**config.mk**
```make
export PLATFORM = sky130hd
export DESIGN_NAME = status_reg_bank
export DESIGN_NICKNAME = d
export VERILOG_FILES = /design/src/rtl/status_reg_bank.sv
export SDC_FILE = /design/constraint.sdc
export NUM_CORES = 1
export LEC_CHECK = 0
export CORE_ASPECT_RATIO = 1.1
export CORE_MARGIN = 10
export CORE_UTILIZATION = 54
export CTS_BUF_LIST = sky130_fd_sc_hd__clkbuf_16
export CTS_CLUSTER_DIAMETER = 50
export DETAILED_ROUTE_END_ITERATION = 8
export HOLD_SLACK_MARGIN = 0.15
export PLACE_DENSITY = 0.85
export SYNTH_ARGS = -nofsm -noshare
export SYNTH_HDL_FRONTEND = slang
export SYNTH_SLANG_ARGS = --single-unit
export TNS_END_PERCENT = 100
```
**constraint.sdc**
```tcl
create_clock -name clk_i -period 4.1 [get_ports clk_i]
set_input_delay 0.82 -clock clk_i [delete_from_list [all_inputs] [get_ports clk_i]]
set_output_delay 0.82 -clock clk_i [all_outputs]
set_load 0.03 [all_outputs]
```
**src/rtl/status_reg_bank.sv**
```systemverilog
// status_reg_bank: parametrised processor status register.
//
// Holds NUM_FLAGS flag bits. Updates can be masked per bit, and bits can be
// made sticky (OR-accumulate until cleared). A STACK_DEPTH-entry stack saves
// and restores the flags around interrupt/call entry and return.
//
// Optional feature macro: STATUS_IRQ_EN. When it is defined, irq_o pulses for
// one cycle on any 0->1 flag transition selected by IRQ_MASK. When it is
// undefined, irq_o is tied low.
//
// Ports:
//   clk_i           clock, rising edge
//   reset_ni        asynchronous reset, active-low
//   flags_in_i      new flag values from the ALU
//   update_en_i     apply flags_in_i this cycle
//   update_mask_i   per-bit enable for the update
//   clear_sticky_i  clear sticky flag i (ignored for non-sticky bits)
//   push_i          save the current flags_out_o onto the stack
//   pop_i           restore flags_out_o from the stack top
//   err_clr_i       clear stack_err_o
//   flags_out_o     registered flag state
//   stack_count_o   number of entries held
//   stack_full_o    stack_count_o == STACK_DEPTH
//   stack_empty_o   stack_count_o == 0
//   stack_err_o     sticky: push on full or pop on empty has been seen
//   irq_o           one-cycle flag-rise pulse
module status_reg_bank #(
  parameter int unsigned          NUM_FLAGS   = 4,
  parameter int unsigned          STACK_DEPTH = 4,
  parameter logic [NUM_FLAGS-1:0] STICKY_MASK = '0,
  parameter logic [NUM_FLAGS-1:0] IRQ_MASK    = '1
) (
  input  logic                             clk_i,
  input  logic                             reset_ni,
  input  logic [NUM_FLAGS-1:0]             flags_in_i,
  input  logic                             update_en_i,
  input  logic [NUM_FLAGS-1:0]             update_mask_i,
  input  logic [NUM_FLAGS-1:0]             clear_sticky_i,
  input  logic                             push_i,
  input  logic                             pop_i,
  input  logic                             err_clr_i,
  output logic [NUM_FLAGS-1:0]             flags_out_o,
  output logic [$clog2(STACK_DEPTH+1)-1:0] stack_count_o,
  output logic                             stack_full_o,
  output logic                             stack_empty_o,
  output logic                             stack_err_o,
  output logic                             irq_o
);

  localparam int unsigned    CntW     = $clog2(STACK_DEPTH + 1);
  localparam int unsigned    IdxW     = (STACK_DEPTH > 1) ? $clog2(STACK_DEPTH) : 1;
  localparam logic [CntW-1:0] DepthCnt = CntW'(STACK_DEPTH);
  localparam logic [CntW-1:0] OneCnt   = CntW'(1);

  logic [NUM_FLAGS-1:0] flags_q, flags_d;
  logic [NUM_FLAGS-1:0] flags_upd, upd_bits, clr_bits;
  logic [NUM_FLAGS-1:0] stack_q [STACK_DEPTH];
  logic [CntW-1:0]      count_q, count_d;
  logic                 err_q, err_d, err_hit;
  logic                 full, empty;
  logic                 stk_we;
  logic [IdxW-1:0]      stk_widx, top_idx;

  assign empty   = (count_q == '0);
  assign full    = (count_q == DepthCnt);
  assign top_idx = IdxW'(count_q - OneCnt);

  // Flag update and sticky clear; a same-cycle set of a sticky bit beats its clear.
  always_comb begin
    upd_bits  = update_mask_i & {NUM_FLAGS{update_en_i}};
    clr_bits  = clear_sticky_i & STICKY_MASK & ~(upd_bits & flags_in_i);
    flags_upd = (flags_q & ~upd_bits) | (upd_bits & (flags_in_i | (flags_q & STICKY_MASK)));
    flags_upd = flags_upd & ~clr_bits;
  end

  // Stack control. A successful pop or swap overrides the update path.
  always_comb begin
    flags_d  = flags_upd;
    count_d  = count_q;
    stk_we   = 1'b0;
    stk_widx = top_idx;
    err_hit  = 1'b0;
    unique case ({push_i, pop_i})
      2'b10: begin
        if (full) begin
          err_hit = 1'b1;
        end else begin
          stk_we   = 1'b1;
          stk_widx = IdxW'(count_q);
          count_d  = count_q + OneCnt;
        end
      end
      2'b01: begin
        if (empty) begin
          err_hit = 1'b1;
        end else begin
          flags_d = stack_q[top_idx];
          count_d = count_q - OneCnt;
        end
      end
      2'b11: begin
        if (empty) begin
          err_hit = 1'b1;
        end else begin
          flags_d = stack_q[top_idx];
          stk_we  = 1'b1;
        end
      end
      default: ;
    endcase
    err_d = err_hit | (err_q & ~err_clr_i);
  end

  always_ff @(posedge clk_i or negedge reset_ni) begin
    if (!reset_ni) begin
      flags_q <= '0;
      count_q <= '0;
      err_q   <= 1'b0;
      for (int i = 0; i < int'(STACK_DEPTH); i++) begin
        stack_q[i] <= '0;
      end
    end else begin
      flags_q <= flags_d;
      count_q <= count_d;
      err_q   <= err_d;
      // Stack entries always capture the pre-update flags.
      if (stk_we) begin
        stack_q[stk_widx] <= flags_q;
      end
    end
  end

`ifdef STATUS_IRQ_EN
  logic irq_q;

  // Restores from pop/swap count as transitions too, since flags_d covers them.
  always_ff @(posedge clk_i or negedge reset_ni) begin
    if (!reset_ni) begin
      irq_q <= 1'b0;
    end else begin
      irq_q <= |(flags_d & ~flags_q & IRQ_MASK);
    end
  end

  assign irq_o = irq_q;
`else
  logic unused_irq_mask;
  assign unused_irq_mask = ^IRQ_MASK;
  assign irq_o           = 1'b0;
`endif

  assign flags_out_o   = flags_q;
  assign stack_count_o = count_q;
  assign stack_full_o  = full;
  assign stack_empty_o = empty;
  assign stack_err_o   = err_q;

endmodule

```
Yosys cells after proc, flatten, opt, wreduce, memory -nomap -nowiden
Cells that the tools add are included.
{"block": "word_totals", "output_inout_bits": 11, "wordCells": 52, "inputBits": 18, "register_bits": 24}
{"block": "op_classes", "n_eq_ne": 6, "n_bitwise": 10, "muxes": 19, "addsub": 2, "reduce_logical": 5, "magnitude_cmp": 3}
{"operator": "$mux W4", "n": 5}
{"operator": "$bwmux W16", "n": 1}
{"operator": "$and A4 B4 Y4", "n": 3}
{"operator": "$bmux W4 S2", "n": 1}
{"operator": "$demux W4 S2", "n": 1}
{"operator": "$ge A3 B3 Y1 const B", "n": 2}
{"operator": "$mux W3", "n": 2}
{"operator": "$not A2 Y3", "n": 2}
{"operator": "$pmux W3 S2", "n": 1}
{"operator": "$eq A2 B2 Y1 const B", "n": 2}
{"operator": "$mux W1", "n": 4}
{"operator": "$mux W2", "n": 2}
{"operator": "$ne A2 B2 Y1 const B", "n": 2}
{"operator": "$not A4 Y4", "n": 1}
{"operator": "$or A4 B4 Y4", "n": 1}
{"operator": "$pmux W1 S2", "n": 2}
{"operator": "$add A3 B1 Y3 const B", "n": 1}
{"operator": "$eq A3 B3 Y1 const B", "n": 1}
{"operator": "$logic_not A3 Y1", "n": 1}
{"operator": "$lt A3 B1 Y1 const B", "n": 1}
{"operator": "$reduce_and A3 Y1", "n": 1}
{"operator": "$sub A3 B1 Y3 const B", "n": 1}
{"operator": "$eq A2 B1 Y1 const B", "n": 1}
{"operator": "$reduce_bool A2 Y1", "n": 1}
{"operator": "other kinds (5)", "n": 5}

Depth between registers and ports, before layout
{"block": "logic_depth", "depth_word": 9, "depth_mapped": 8, "mapped_depth_nobuf": 7}

Worst setup path before layout
OpenSTA, ideal clock, no wires.
{"block": "synth_timing", "kind": "reg-to-reg", "startpoint": "register count_q[0] (netlist: stack_count_o[0])", "endpoint": "register stack_q[12] in the netlist's numbering", "arrival_ns": 2.128, "path_buffers": 1, "slack_ns": 1.847, "stages_incl_launch_ff": 8, "required_ns": 3.975, "period_less_slack_ns": 2.253, "setup_time_ns": 0.125, "path_cell_list": "dfrtp_1 > buf_4 > inv_1 > ha_1 > and2_4 > nor3_2 > o2bb2a_4 > mux2_4"}
{"block": "synth_via", "elab_chain_len": 9, "elab_cells_between_ends": 15, "cone_classes": "add/sub (1); order compare (2); eq/ne (1); mux (8); bitwise (1); reduce/logical (2)"}
{"item": "start: declaration", "line_no": "58", "text": "logic [CntW-1:0] count_q, count_d;"}
{"item": "start signal: assignment", "line_no": "124", "text": "count_q <= count_d;"}
{"item": "$eq A3 B3 Y1 (*)", "line_no": "65", "text": "assign full = (count_q == DepthCnt);"}
{"item": "net stack_full_o", "line_no": "44", "text": "output logic stack_full_o,"}
{"item": "$mux W2", "line_no": "85", "text": "if (full) begin"}
{"item": "$mux W2", "line_no": "83", "text": "unique case ({push_i, pop_i})"}
{"item": "$not A2 Y3 (implied by the code)", "line_no": "128", "text": "stack_q[stk_widx] <= flags_q;"}
{"item": "$ge A3 B3 Y1 (implied by the code) / $lt A3 B1 Y1 (equally long branches)", "line_no": "128"}
{"item": "$logic_and A1 B1 Y1 (implied by the code)", "line_no": "128"}
{"item": "$mux W4 (implied by the code)", "line_no": "128"}
{"item": "$demux W4 S2", "line_no": "128"}
{"item": "$bwmux W16", "line_no": "128"}
{"item": "end signal: indexed assignment", "line_no": "128"}
{"item": "end: declaration", "line_no": "57", "text": "logic [NUM_FLAGS-1:0] stack_q [STACK_DEPTH];"}
Mark *: on every way through the listed nets, which the timed path passes. The rest lies on a longest branch.
A chain may end at the register's enable or synchronous reset.

Worst setup path in the final report
{"block": "layout_timing", "startpoint": "register count_q[0] (netlist: stack_count_o[0])", "endpoint": "output stack_full_o"}
{"block": "layout_via", "elab_chain_len": 1}
{"item": "$eq A3 B3 Y1", "line_no": "65"}
{"item": "end: declaration", "line_no": "44"}
No other way between the ends.

==> flow_metrics.py <==
metrics = {
    "synth": {
        "yosys.cell_types.count": 38,
        "synth_common_cells": "dfrtp_1, mux2_2, nand2_1",
        "ys.flop_type": "dfrtp_1",
        "synth_area_sq_um": 1381,
        "syn_area_per_cell_sq_um": 12.12,
        "synth_xor_area_share_pct": 1.268,
        "synth_compound_area_share_pct": 11.96,
        "muxShareOfSynthArea_pct": 24.28,
        "syn_inst": 114,
        "synthesis.nets": 135,
        "ys_async_sr_fraction_pct": 100.0,
        "synth_top_family_by_area": "multiplexers",
        "ys_top_cells_by_area": "dfrtp_1, mux2_2, mux4_2",
        "synth_top_area_share_pct": 43.48,
        "ys_ff_latch": 24,
        "synthAdderAreaFrac_pct": 2.717,
        "synth_most_common_cell": "dfrtp_1",
        "yosys.area_share.simple_pct": 11.14,
        "ys_seq_area_share_pct": 43.48,
        "yosysWarnings": 0,
        "yosysTopAreaCell": "dfrtp_1",
        "synth_edf_count": 0,
    },
    "final_layout": {
        "area_growth_pct": 21.65,
        "final.fill_count": 183,
        "antenna_cells": 0,
        "drive_gt1_share_pct": 24.06,
        "nNetsFinal": 156,
        "fin_util_pct": 67.97,
        "instances_no_fill": 164,
    },
    "sta": {
        "slew_violations": 0,
        "finalSetupTns_ns": 0,
        "slew_headroom_pct": 27.93,
        "fin_crit_sh_pct": 78.90,
        "fin_ws_ns": 0.8652,
        "rsz0062_at_grt": "no",
        "finalHoldViolations": 0,
        "period_needed_ns": 3.235,
        "setup_viol": 0,
        "max_slew.worst_pin.slew_ns": 1.078,
        "fmax_mhz": 309.1,
        "finalClockSkew_ns": 0.004179,
    },
    "global_route": {
        "grt_max_degree": 25,
        "antenna_found_initial": 0,
        "grt_pass1_vias": 960,
        "grt_use_total_pct": 12.31,
        "grt_pass1_wl_um": 4802,
        "grt.overflow.total": 0,
    },
    "critical_path": {
        "cp_slowest_stage_delay_ns": 0.72,
        "path_max_fanout": 12,
        "cp_data_required_time_ns": 3.28,
        "arrival_ns": 2.41,
        "cp.buffers_inverters": 2,
        "path_cells": "inv_1 > ha_1 > and2_4 > clkdlybuf4s50_1",
        "critPathLaunchType": "flip-flop",
        "critPathCaptureType": "output port",
        "rr_startpoint": "stack_count_o[0]",
        "crit_type": "flip-flop to output port",
        "path_delay_family": "buffers and inverters",
        "critical-path-slowest-cell": "dfrtp_1",
        "cp-startpoint": "stack_count_o[0]",
    },
    "clock_tree": {
        "numCtsBuffers": 3,
        "clk_pin_slew_ns": 0.06,
        "postCtsSetupBuffers": 0,
        "cts-hold-fix-buffers": 0,
        "clock-sinks": 24,
        "htreeDepth": 1,
        "cts_tree": "done",
        "cts_buffer_depth": 2,
        "clock-root-buffer": "clkbuf_16",
        "post_cts_resized": 0,
        "clk_latency_ns": 0.26,
    },
    "routing": {
        "antenna_left": 0,
        "first_pass_iters": 4,
        "wl_per_cell_um": 17.65,
        "route.detailed.drc": 0,
        "detail_route.vias_per_cell": 5.768,
        "drt_iter0_drc": 58,
        "dr_total_vias": 946,
        "wl_um": 2894,
    },
    "die": {
        "ioPinCount": 29,
        "die_h_um": 73.05,
        "core_sq_um": 2472,
        "fp.dieArea_sq_um": 4984,
        "dieWidth_um": 68.23,
        "rows": 19,
        "start_util_pct": 55.87,
    },
    "pwr": {
        "p_leak_nw": 0.7435,
        "power_density_nw_per_um2": 789.3,
        "finalPower_mw": 1.326,
        "vdd_drop_max_mv": 0.4559,
    },
    "placement": {
        "io_buffers": 23,
        "place.gp.congestion": 0.7508,
        "dp_hpwl_um": 2119,
        "dp.cells": 161,
        "place_ws_ns": 1.127,
    },
    "flow_run": {
        "maxCapViolations": 0,
    },
    "hold_path": {
        "hp-class": "flip-flop to flip-flop",
        "worstHoldStart": "stack_q[9]",
    },
    "status": {
        "outcome": "finished clean",
    },
}
-- cell families after synthesis --
logic type,after synthesis
XOR/XNOR,2
flip-flops,24
buffers and inverters,13
AND/OR/NAND/NOR,27
multiplexers,25
adder cells (fa/ha/maj),3
AO/OA/AOI/OAI,19
other,1
-- routing by layer --
metal | up-vias | part of all wire [%] | track usage (%)
met5 | - | 0 | 0
met4 | 0 | 0.86 | 3.132
met3 | 5 | 7.4 | 4.608
met2 | 31 | 47 | 19.67
met1 | 467 | 45 | 15.12
li1 | 443 | - | -
-- layout make-up --
class | count | area [sq um] | share of cell area [%]
Inverter | 6 | 22.52 | 1.340
Tap cell | 31 | 38.79 | 2.308
Sequential cell | 24 | 600.6 | 35.74
Clock buffer | 3 | 75.07 | 4.468
Timing Repair Buffer | 23 | 230.2 | 13.70
Multi-Input combinational cell | 77 | 713.2 | 42.44
-- layout by cell type (no fill, tap or decap), drive strengths merged --
cell type	instances
a2bb2oi	1
nor2	2
ha	3
nand4	1
o22ai	2
dfrtp	24
nand2b	1
o2111ai	1
clkbuf	3
and2	2
xnor2	1
mux2	16
xor2	1
mux4	4
nor2b	4
mux2i	5
a32oi	2
a21oi	2
inv	6
o31ai	2
nand2	12
o2bb2ai	1
conb	1
clkdlybuf4s50	23
nand3	1
and3	1
and3b	1
o21ai	7
nor3	2
o2bb2a	1
-- path summary, 6_finish.rpt --
kind / to / slack [ns] / cells after the start
min in group asynchronous: stack_q[6] / 1.14 / 1
setup reg to reg: stack_q[11] / 1.45 / 5
max in group asynchronous: stack_q[7] / 2.30 / 1
setup / recovery: stack_full_o / 0.87 / 4
hold reg to reg: stack_q[9] / 0.50 / 1
hold / removal: stack_q[9] / 0.50 / 1
-- worst reg2reg max path, stage by stage (launching register included) --
cell	delay, ns
dfrtp_1	0.72
inv_1	0.28
ha_1	0.61
nand4_1	0.24
o21ai_2	0.31
mux2_2	0.37
-- through the flow --
stage | cell area (sq um) | hold WS, ns
3_3_place_gp | 1605 | 0.4830
3_5_place_dp | 1605 | 0.4931
5_1_grt | 1680 | 0.5151
4_1_cts | 1680 | 0.5061
2_1_floorplan | 1381 | 0.4745
6_report | 1680 | 0.5007
-- report_power, final --
group / leakage [nW] / internal (mW) / switching (mW)
Sequential: 0.307 / 0.344 / 0.112
Combinational: 0.400 / 0.333 / 0.326
Clock: 0.0370 / 0.129 / 0.0815
Total: 0.743 / 0.807 / 0.520
-- registers in the layout, indices dropped and copies added (netlist names) --
name           flops
flags_out_o        4
stack_err_o        1
stack_q           16
stack_count_o      3
No activity file was read; power rests on OpenSTA's default activity.
